--- config.mk ---
export PLATFORM = sky130hd
export DESIGN_NAME = uart_tx_flat
export DESIGN_NICKNAME = d
export VERILOG_FILES = /design/src/rtl/uart_tx_if.sv /design/src/rtl/uart_tx.sv /design/src/flat_wrapper.sv
export SDC_FILE = /design/constraint.sdc
export NUM_CORES = 1
export LEC_CHECK = 0
export CORE_MARGIN = 5
export CORE_UTILIZATION = 35
export CTS_BUF_LIST = sky130_fd_sc_hd__clkbuf_4
export DETAILED_ROUTE_END_ITERATION = 6
export GPL_TIMING_DRIVEN = 0
export SETUP_SLACK_MARGIN = 0.02
export SLEW_MARGIN = 10
export SYNTH_ARGS = -nofsm -noshare
export SYNTH_HDL_FRONTEND = slang
export SYNTH_SLANG_ARGS = --single-unit
--- constraint.sdc ---
create_clock -name clk -period 2.7 [get_ports clk]
set_input_delay 0.54 -clock clk [delete_from_list [all_inputs] [get_ports clk]]
set_output_delay 0.54 -clock clk [all_outputs]
set_load 0.01 [all_outputs]
--- src/rtl/uart_tx_if.sv ---
// Byte-in / serial-out handshake bundle for the UART transmitter.
interface uart_tx_if;
  logic       baud_tick;
  logic [7:0] tx_data;
  logic       tx_valid;
  logic       tx_ready;
  logic       tx;
  logic       busy;
  logic       frame_done;

  // Producer side: supplies bytes and the bit-rate strobe, watches the line.
  modport master (
    output baud_tick,
    output tx_data,
    output tx_valid,
    input  tx_ready,
    input  tx,
    input  busy,
    input  frame_done
  );

  // Transmitter side.
  modport slave (
    input  baud_tick,
    input  tx_data,
    input  tx_valid,
    output tx_ready,
    output tx,
    output busy,
    output frame_done
  );
endinterface

--- src/rtl/uart_tx.sv ---
// UART transmitter: one-byte holding register feeding a start/data/parity/stop
// frame shifter. All state advances only on baud_tick edges; outputs are flops.
module uart_tx #(
  parameter bit          PARITY_EN  = 1'b0,
  parameter bit          PARITY_ODD = 1'b0,
  parameter int unsigned STOP_BITS  = 1
) (
  input logic     clk,
  input logic     reset,
  uart_tx_if.slave bus
);

  typedef enum logic [2:0] {
    StIdle,
    StStart,
    StData,
    StParity,
    StStop
  } state_e;

  localparam logic StopLast = 1'(STOP_BITS - 1);

  state_e     state_q, state_d;
  logic [7:0] hold_q, hold_d;
  logic       hold_full_q, hold_full_d;
  logic [7:0] shift_q, shift_d;
  logic [2:0] bit_cnt_q, bit_cnt_d;
  logic       stop_cnt_q, stop_cnt_d;
  logic       parity_q, parity_d;
  logic       tx_q, tx_d;
  logic       busy_q, busy_d;
  logic       frame_done_q, frame_done_d;
  logic       load;

  // Next-state: byte acceptance, frame sequencing and hold-to-shifter transfer.
  always_comb begin
    state_d      = state_q;
    hold_d       = hold_q;
    hold_full_d  = hold_full_q;
    shift_d      = shift_q;
    bit_cnt_d    = bit_cnt_q;
    stop_cnt_d   = stop_cnt_q;
    parity_d     = parity_q;
    tx_d         = tx_q;
    frame_done_d = 1'b0;
    load         = 1'b0;

    // A full holding register ignores tx_valid, so accept and load never coincide.
    if (bus.tx_valid && !hold_full_q) begin
      hold_d      = bus.tx_data;
      hold_full_d = 1'b1;
    end

    if (bus.baud_tick) begin
      unique case (state_q)
        StIdle: begin
          if (hold_full_q) load = 1'b1;
        end
        StStart: begin
          state_d   = StData;
          tx_d      = shift_q[0];
          shift_d   = {1'b0, shift_q[7:1]};
          bit_cnt_d = 3'd0;
        end
        StData: begin
          bit_cnt_d = bit_cnt_q + 3'd1;
          if (bit_cnt_q == 3'd7) begin
            if (PARITY_EN) begin
              state_d = StParity;
              tx_d    = parity_q;
            end else begin
              state_d    = StStop;
              tx_d       = 1'b1;
              stop_cnt_d = 1'b0;
            end
          end else begin
            tx_d    = shift_q[0];
            shift_d = {1'b0, shift_q[7:1]};
          end
        end
        StParity: begin
          state_d    = StStop;
          tx_d       = 1'b1;
          stop_cnt_d = 1'b0;
        end
        StStop: begin
          if (stop_cnt_q == StopLast) begin
            frame_done_d = 1'b1;
            // A waiting byte starts immediately, with no idle bit in between.
            if (hold_full_q) begin
              load = 1'b1;
            end else begin
              state_d = StIdle;
              tx_d    = 1'b1;
            end
          end else begin
            stop_cnt_d = stop_cnt_q + 1'b1;
          end
        end
        default: begin
          state_d = StIdle;
          tx_d    = 1'b1;
        end
      endcase
    end

    // Parity is captured with the byte since the shifter is consumed bit by bit.
    if (load) begin
      state_d     = StStart;
      tx_d        = 1'b0;
      shift_d     = hold_q;
      parity_d    = (^hold_q) ^ PARITY_ODD;
      hold_full_d = 1'b0;
    end

    busy_d = (state_d != StIdle);
  end

  // State and output registers, asynchronously cleared to an idle-high line.
  always_ff @(posedge clk or posedge reset) begin
    if (reset) begin
      state_q      <= StIdle;
      hold_q       <= 8'h00;
      hold_full_q  <= 1'b0;
      shift_q      <= 8'h00;
      bit_cnt_q    <= 3'd0;
      stop_cnt_q   <= 1'b0;
      parity_q     <= 1'b0;
      tx_q         <= 1'b1;
      busy_q       <= 1'b0;
      frame_done_q <= 1'b0;
    end else begin
      state_q      <= state_d;
      hold_q       <= hold_d;
      hold_full_q  <= hold_full_d;
      shift_q      <= shift_d;
      bit_cnt_q    <= bit_cnt_d;
      stop_cnt_q   <= stop_cnt_d;
      parity_q     <= parity_d;
      tx_q         <= tx_d;
      busy_q       <= busy_d;
      frame_done_q <= frame_done_d;
    end
  end

  assign bus.tx         = tx_q;
  assign bus.busy       = busy_q;
  assign bus.frame_done = frame_done_q;
  assign bus.tx_ready   = ~hold_full_q;

endmodule

--- src/flat_wrapper.sv ---
// flat-port wrapper written by rule: the top's interface ports become plain ports
module uart_tx_flat 
#(
  parameter bit          PARITY_EN  = 1'b0,
  parameter bit          PARITY_ODD = 1'b0,
  parameter int unsigned STOP_BITS  = 1
)
  (clk, reset, bus_baud_tick, bus_tx_data, bus_tx_valid, bus_tx_ready, bus_tx, bus_busy, bus_frame_done);
  uart_tx_if bus_i ();
  input logic clk;
  input logic reset;
  input wire logic [$bits(bus_i.baud_tick)-1:0] bus_baud_tick;
  input wire logic [$bits(bus_i.tx_data)-1:0] bus_tx_data;
  input wire logic [$bits(bus_i.tx_valid)-1:0] bus_tx_valid;
  output wire logic [$bits(bus_i.tx_ready)-1:0] bus_tx_ready;
  output wire logic [$bits(bus_i.tx)-1:0] bus_tx;
  output wire logic [$bits(bus_i.busy)-1:0] bus_busy;
  output wire logic [$bits(bus_i.frame_done)-1:0] bus_frame_done;
  assign bus_i.baud_tick = bus_baud_tick;
  assign bus_i.tx_data = bus_tx_data;
  assign bus_i.tx_valid = bus_tx_valid;
  assign bus_tx_ready = bus_i.tx_ready;
  assign bus_tx = bus_i.tx;
  assign bus_busy = bus_i.busy;
  assign bus_frame_done = bus_i.frame_done;
  uart_tx #(.PARITY_EN(PARITY_EN), .PARITY_ODD(PARITY_ODD), .STOP_BITS(STOP_BITS)) u_core (.clk(clk), .reset(reset), .bus(bus_i));
endmodule
==> results of run 1 <==
-- cell families after synthesis --
group	count (synthesis)	synth area share
AO/OA/AOI/OAI	15	0.0804
adder cells (fa/ha/maj)	2	0.0196
buffers and inverters	11	0.0422
flip-flops	26	0.511
multiplexers	24	0.247
AND/OR/NAND/NOR	22	0.100
-- through the flow --
stage	setup slack (ps)	power, W	cells
2_1_floorplan	939	0.00132	100
3_3_place_gp	428	0.00148	163
3_5_place_dp	421	0.00152	163
4_1_cts	729	0.00179	167
5_1_grt	673	0.00191	167
6_report	753	0.00177	167
-- final cells by class --
type                            instances  area [um^2]
Buffer                                  6         35.0
Clock buffer                            3         22.5
Clock inverter                          1         30.0
Sequential cell                        26          652
Fill cell                             346         2070
Inverter                                5         18.8
Timing Repair Buffer                   15          150
Multi-Input combinational cell         63          571
Tap cell                               48         60.1
-- power groups by stage --
stage	Sequential (W)	Combinational [W]	Clock (W)
finish	0.000706	0.000794	0.000267
floorplan	0.000686	0.000636	0
global placement	0.000705	0.000773	0
global route	0.000733	0.000883	0.000289
CTS	0.000709	0.000807	0.000275
detailed placement	0.000719	0.000802	0
-- worst paths after layout --
path                                           from                   to  slack (ps)  depth (start not counted)
worst min register to register     u_core.hold_q[7]    u_core.shift_q[7]         510                          2
max in group asynchronous                     reset     u_core.hold_q[4]        1420                          2
worst min-delay path               u_core.hold_q[7]    u_core.shift_q[7]         510                          2
worst max register to register  u_core.bit_cnt_q[0]    u_core.shift_q[2]         780                          6
min in group asynchronous                     reset  u_core.bit_cnt_q[1]         710                          2
worst max-delay path             u_core.hold_full_q         bus_tx_ready         750                          2
-- flip-flops by register name, indices dropped and copies added, names as in the netlist --
| name | cells |
|---|---|
| u_core.bit_cnt_q | 3 |
| u_core.bus.busy | 1 |
| u_core.bus.frame_done | 1 |
| u_core.bus.tx | 1 |
| u_core.hold_full_q | 1 |
| u_core.hold_q | 8 |
| u_core.shift_q | 8 |
| u_core.state_q | 3 |
-- placed cells by master, fill, tap and decap left out, types with 2 or more instances in the layout --
| cell type | synthesis | layout |
|---|---|---|
| clkbuf_4 | 0 | 3 |
| mux2_4 | 12 | 12 |
| nand2_1 | 4 | 4 |
| clkbuf_1 | 3 | 3 |
| o21ai_0 | 4 | 4 |
| nor3b_1 | 2 | 2 |
| a31oi_1 | 2 | 2 |
| clkdlybuf4s50_1 | 0 | 15 |
| nor2_1 | 4 | 4 |
| mux2_1 | 2 | 2 |
| mux2_2 | 10 | 10 |
| inv_1 | 5 | 5 |
| o2bb2ai_1 | 3 | 3 |
| dfrtp_1 | 25 | 25 |
| a21o_1 | 2 | 2 |
| ha_1 | 2 | 2 |
| nor2b_1 | 5 | 5 |
| nor3_1 | 2 | 2 |
-- metal layers --
metal | vias to the layer above | wire length [um] | part of all wire
li1 | 389 | - | -
met4 | 0 | 57 | 0.026
met2 | 18 | 1090 | 0.50
met1 | 402 | 994 | 0.45
met5 | - | 0 | 0
met3 | 5 | 58 | 0.026
-- tightest hold or removal path, stage by stage, from the launching register on --
cell,delay [ps]
dfrtp_1,360
nand2_1,40
o21ai_0,70
==> impl_metrics.env, run 1 <==
export IMPL_dieWidth_um=70.4
export IMPL_drc_errors=0
export IMPL_die_area_um2=4950
export IMPL_htreeDepth=1
export IMPL_netlist_instances=100
export IMPL_cp_arrival_ps=1410
export IMPL_die_y_um=70.4
export IMPL_max_stage_delay_ps=530
export IMPL_numCtsBuffers=3
export IMPL_swShare=0.311
export IMPL_use_met1=0.122
export IMPL_pwr_share_clk=0.151
export IMPL_clock_latency_ps=320
export IMPL_yosys_area_top_type="dfrtp_1"
export IMPL_synth_seq_cells=26
export IMPL_syn_area_um2=1280
export IMPL_yosysWarningCount=0
export IMPL_cp_data_required_time_ps=2160
export IMPL_cts_buffer_depth=2
export IMPL_critPathCaptureType="output pin"
export IMPL_worstPathCellList="inv_1 -> clkdlybuf4s50_1"
export IMPL_clkTransAtPathRegs_ps=140
export IMPL_wirelength_mm=2.20
export IMPL_gp_routability_congestion=0.709
export IMPL_synth_commonest_cells="dfrtp_1 (25), mux2_4 (12), mux2_2 (10)"
export IMPL_p_per_area_nw_per_um2=1150
export IMPL_internal_power_w=0.00122
export IMPL_synth_area_leaders="dfrtp_1 (49%), mux2_4 (14%), mux2_2 (8.8%)"
export IMPL_synth_area_per_cell_um2=12.8
export IMPL_worst_hold_path_type="flip-flop to flip-flop"
export IMPL_cts_setup_buffers=0
export IMPL_p_seq_frac=0.400
export IMPL_synth_edff_count=0
export IMPL_async_flop_share=1.00
export IMPL_top_usage_layer="met2"
export IMPL_start_util=0.354
export IMPL_cts_tree="done"
export IMPL_core_um2=3610
export IMPL_synth_top_area_share=0.490
export IMPL_fin_crit_sh=0.721
export IMPL_fin_util=0.427
export IMPL_row_count=22
export IMPL_vias=814
export IMPL_clock_skew_final_ps=4.18
export IMPL_dr_first_iter_drc_count=15
export IMPL_io_buffers=15
export IMPL_syn_nets=114
export IMPL_pin_count=16
export IMPL_hold_viol=0
export IMPL_first_global_vias=888
export IMPL_post_dp_hpwl_mm=1.60
export IMPL_tightest_slew_ps=952
export IMPL_syn2layout_area_growth_pct=20.6
export IMPL_antenna_left=0
export IMPL_final_area_um2=1540
export IMPL_ys_flop_type="dfrtp_1"
export IMPL_whs_ps=509
export IMPL_cts_resized=0
export IMPL_crit_family="buffers and inverters"
export IMPL_vdd_ir_drop_max_v=0.000265
export IMPL_path_class="flip-flop to output pin"
export IMPL_antenna_cells=0
export IMPL_dpl_cell_area_um2=1490
export IMPL_relSlewSlack=0.364
export IMPL_crit_path_top_delay_cell="clkdlybuf4s50_1"
export IMPL_met2_usage=0.162
export IMPL_path_buf_inv=2
export IMPL_cts_root_buffer="clkbuf_4"
export IMPL_grt_max_degree=27
export IMPL_power_leakage_nw=0.675
export IMPL_fin_nets=134
export IMPL_setup_tns_ps=0
export IMPL_power_switching_w=0.000549
export IMPL_synth_most_common_cell="dfrtp_1"
export IMPL_period_needed_ps=1950
export IMPL_gr_usage_all_layers=0.0972
export IMPL_synth_cell_types=29
export IMPL_ctsHoldBuffers=0
export IMPL_wl_per_cell_um=13.2
export IMPL_setup_violations=0
export IMPL_met3_usage=0.0115
export IMPL_grt_pass1_wl_mm=3.92
export IMPL_drive_gt1_frac=0.261
export IMPL_rsz0062_at_grt="false"
export IMPL_grt_ovfl_total=0
export IMPL_yosysSeqAreaShare=0.511
export IMPL_start_kind="flip-flop"
export IMPL_cts_sinks=26
export IMPL_drt_vias_per_instance=4.87
export IMPL_antenna_found_initial=0
export IMPL_fmax_mhz=514
export IMPL_firstDrtPassIters=4
export IMPL_status="finished, final reports clean"
export IMPL_p_comb_frac=0.450
export IMPL_cap_violations=0
export IMPL_worst_path_max_fanout=6
export IMPL_slew_violations=0
Power figures use the tool's default switching activity.
==> inputs of run 2 (changes only) <==
clock period = 2 ns   (was 2.7 ns; I/O delays follow)
==> impl_metrics.env, run 2 (synthesized netlist as in run 1, its figures left out) <==
export IMPL_io_buffers=15
export IMPL_cp_data_required_time_ps=2220
export IMPL_slew_violations=0
export IMPL_period_needed_ps=1850
export IMPL_fin_nets=134
export IMPL_die_area_um2=4950
export IMPL_cts_root_buffer="clkbuf_4"
export IMPL_antenna_left=0
export IMPL_drt_vias_per_instance=4.91
export IMPL_gr_usage_all_layers=0.0972
export IMPL_path_buf_inv=1
export IMPL_fmax_mhz=542
export IMPL_hold_viol=0
export IMPL_dr_first_iter_drc_count=9
export IMPL_first_global_vias=888
export IMPL_wl_per_cell_um=13.3
export IMPL_syn2layout_area_growth_pct=21.0
export IMPL_dieWidth_um=70.4
export IMPL_die_y_um=70.4
export IMPL_swShare=0.312
export IMPL_pin_count=16
export IMPL_power_w=0.00239
export IMPL_power_leakage_nw=0.678
export IMPL_rsz0062_at_grt="false"
export IMPL_status="finished, final reports clean"
export IMPL_row_count=22
export IMPL_fin_crit_sh=0.923
export IMPL_cap_violations=0
export IMPL_grt_max_degree=27
export IMPL_clkTransAtPathRegs_ps=140
export IMPL_relSlewSlack=0.367
export IMPL_cts_setup_buffers=0
export IMPL_worst_hold_path_type="flip-flop to flip-flop"
export IMPL_tightest_slew_ps=949
export IMPL_firstDrtPassIters=4
export IMPL_antenna_cells=0
export IMPL_htreeDepth=1
export IMPL_core_um2=3610
export IMPL_cts_sinks=26
export IMPL_crit_path_top_delay_cell="dfrtp_1"
export IMPL_whs_ps=509
export IMPL_max_stage_delay_ps=430
export IMPL_p_per_area_nw_per_um2=1550
export IMPL_wirelength_mm=2.23
export IMPL_final_common_cell="dfrtp_1"
export IMPL_start_kind="flip-flop"
export IMPL_reg_top3="u_core.hold_q x8, u_core.shift_q x8"
export IMPL_cp_arrival_ps=2070
export IMPL_numCtsBuffers=3
export IMPL_pwr_share_clk=0.151
export IMPL_path_class="flip-flop to flip-flop"
export IMPL_crit_top_cell="ha_1"
export IMPL_most_common_layout_cells="dfrtp_1 (25), clkdlybuf4s50_1 (15), mux2_4 (12)"
export IMPL_setup_violations=0
export IMPL_fillers=344
export IMPL_worstPathCellList="ha_1 -> ha_1 -> nor3b_2 -> o311a_1 -> buf_4 -> mux2_1"
export IMPL_cts_tree="done"
export IMPL_drc_errors=0
export IMPL_drive_gt1_frac=0.269
export IMPL_power_switching_w=0.000747
export IMPL_gp_routability_congestion=0.709
export IMPL_internal_power_w=0.00165
export IMPL_vias=820
export IMPL_critPathCaptureType="flip-flop"
export IMPL_cts_buffer_depth=2
export IMPL_p_comb_frac=0.451
export IMPL_post_dp_hpwl_mm=1.60
export IMPL_clock_latency_ps=320
export IMPL_vdd_ir_drop_max_v=0.000368
export IMPL_p_seq_frac=0.398
export IMPL_grt_pass1_wl_mm=3.92
export IMPL_start_util=0.354
export IMPL_clock_skew_final_ps=4.16
export IMPL_crit_family="flip-flops"
export IMPL_antenna_found_initial=0
export IMPL_worst_path_max_fanout=8
export IMPL_grt_ovfl_total=0
run 2: per-layer routing:
metal,global-route usage,share of wire,up-vias
met1,0.122,0.45,407
met3,0.0115,0.026,4
met5,0,0,-
li1,-,-,392
met4,0.0511,0.021,0
met2,0.162,0.51,17
run 2: worst paths after layout:
kind | from | end | slack (ps) | cells past startpoint
worst max-delay path | u_core.bit_cnt_q[0] | u_core.shift_q[2] | 150 | 6
worst min register to register | u_core.hold_q[7] | u_core.shift_q[7] | 510 | 2
worst max register to register | u_core.bit_cnt_q[0] | u_core.shift_q[2] | 150 | 6
worst min-delay path | u_core.hold_q[7] | u_core.shift_q[7] | 510 | 2
max in group asynchronous | reset | u_core.hold_q[4] | 860 | 2
min in group asynchronous | reset | u_core.bit_cnt_q[1] | 570 | 2
run 2: power by group through the flow:
stage,Combinational [W],Sequential (W),Clock (W)
floorplan,0.000859,0.000927,0
global placement,0.00104,0.000952,0
detailed placement,0.00108,0.000970,0
CTS,0.00109,0.000957,0.000371
global route,0.00120,0.000990,0.000390
finish,0.00108,0.000953,0.000361
run 2: tightest hold or removal path, delay by kind of cell, from the launching register on:
| kind | cells | cell delay, ps |
|---|---|---|
| DFF | 1 | 360 |
| AOI/OAI and AO/OA | 1 | 70 |
| and+or+nand+nor | 1 | 40 |
run 2: layout make-up:
type                       instances  area [um^2]  area share
clock inverter                     1         30.0      0.0194
sequential                        26          652       0.422
tap                               48         60.1      0.0389
inverter                           5         18.8      0.0122
multi-input combinational         63          576       0.373
clock buffer                       3         22.5      0.0146
buffer                             6         35.0      0.0227
timing repair buffer              15          150      0.0972
run 2: what timing repair did:
action	in CTS	in global routing
hold buffers	0	0
setup endpoints to repair	0	1
resized for setup	0	1
run 2: stage by stage:
| stage | cells | setup TNS [ps] | area [um^2] | setup slack (ps) | utilization |
|---|---|---|---|---|---|
| after floorplan | 100 | 0 | 1280 | 239 | - |
| after global placement | 163 | -758 | 1490 | -132 | 0.412 |
| after detailed placement | 163 | -818 | 1490 | -139 | 0.412 |
| after CTS | 167 | 0 | 1540 | 66.8 | 0.427 |
| after global routing | 167 | 0 | 1540 | 89.8 | 0.428 |
| final | 167 | 0 | 1540 | 154 | 0.428 |
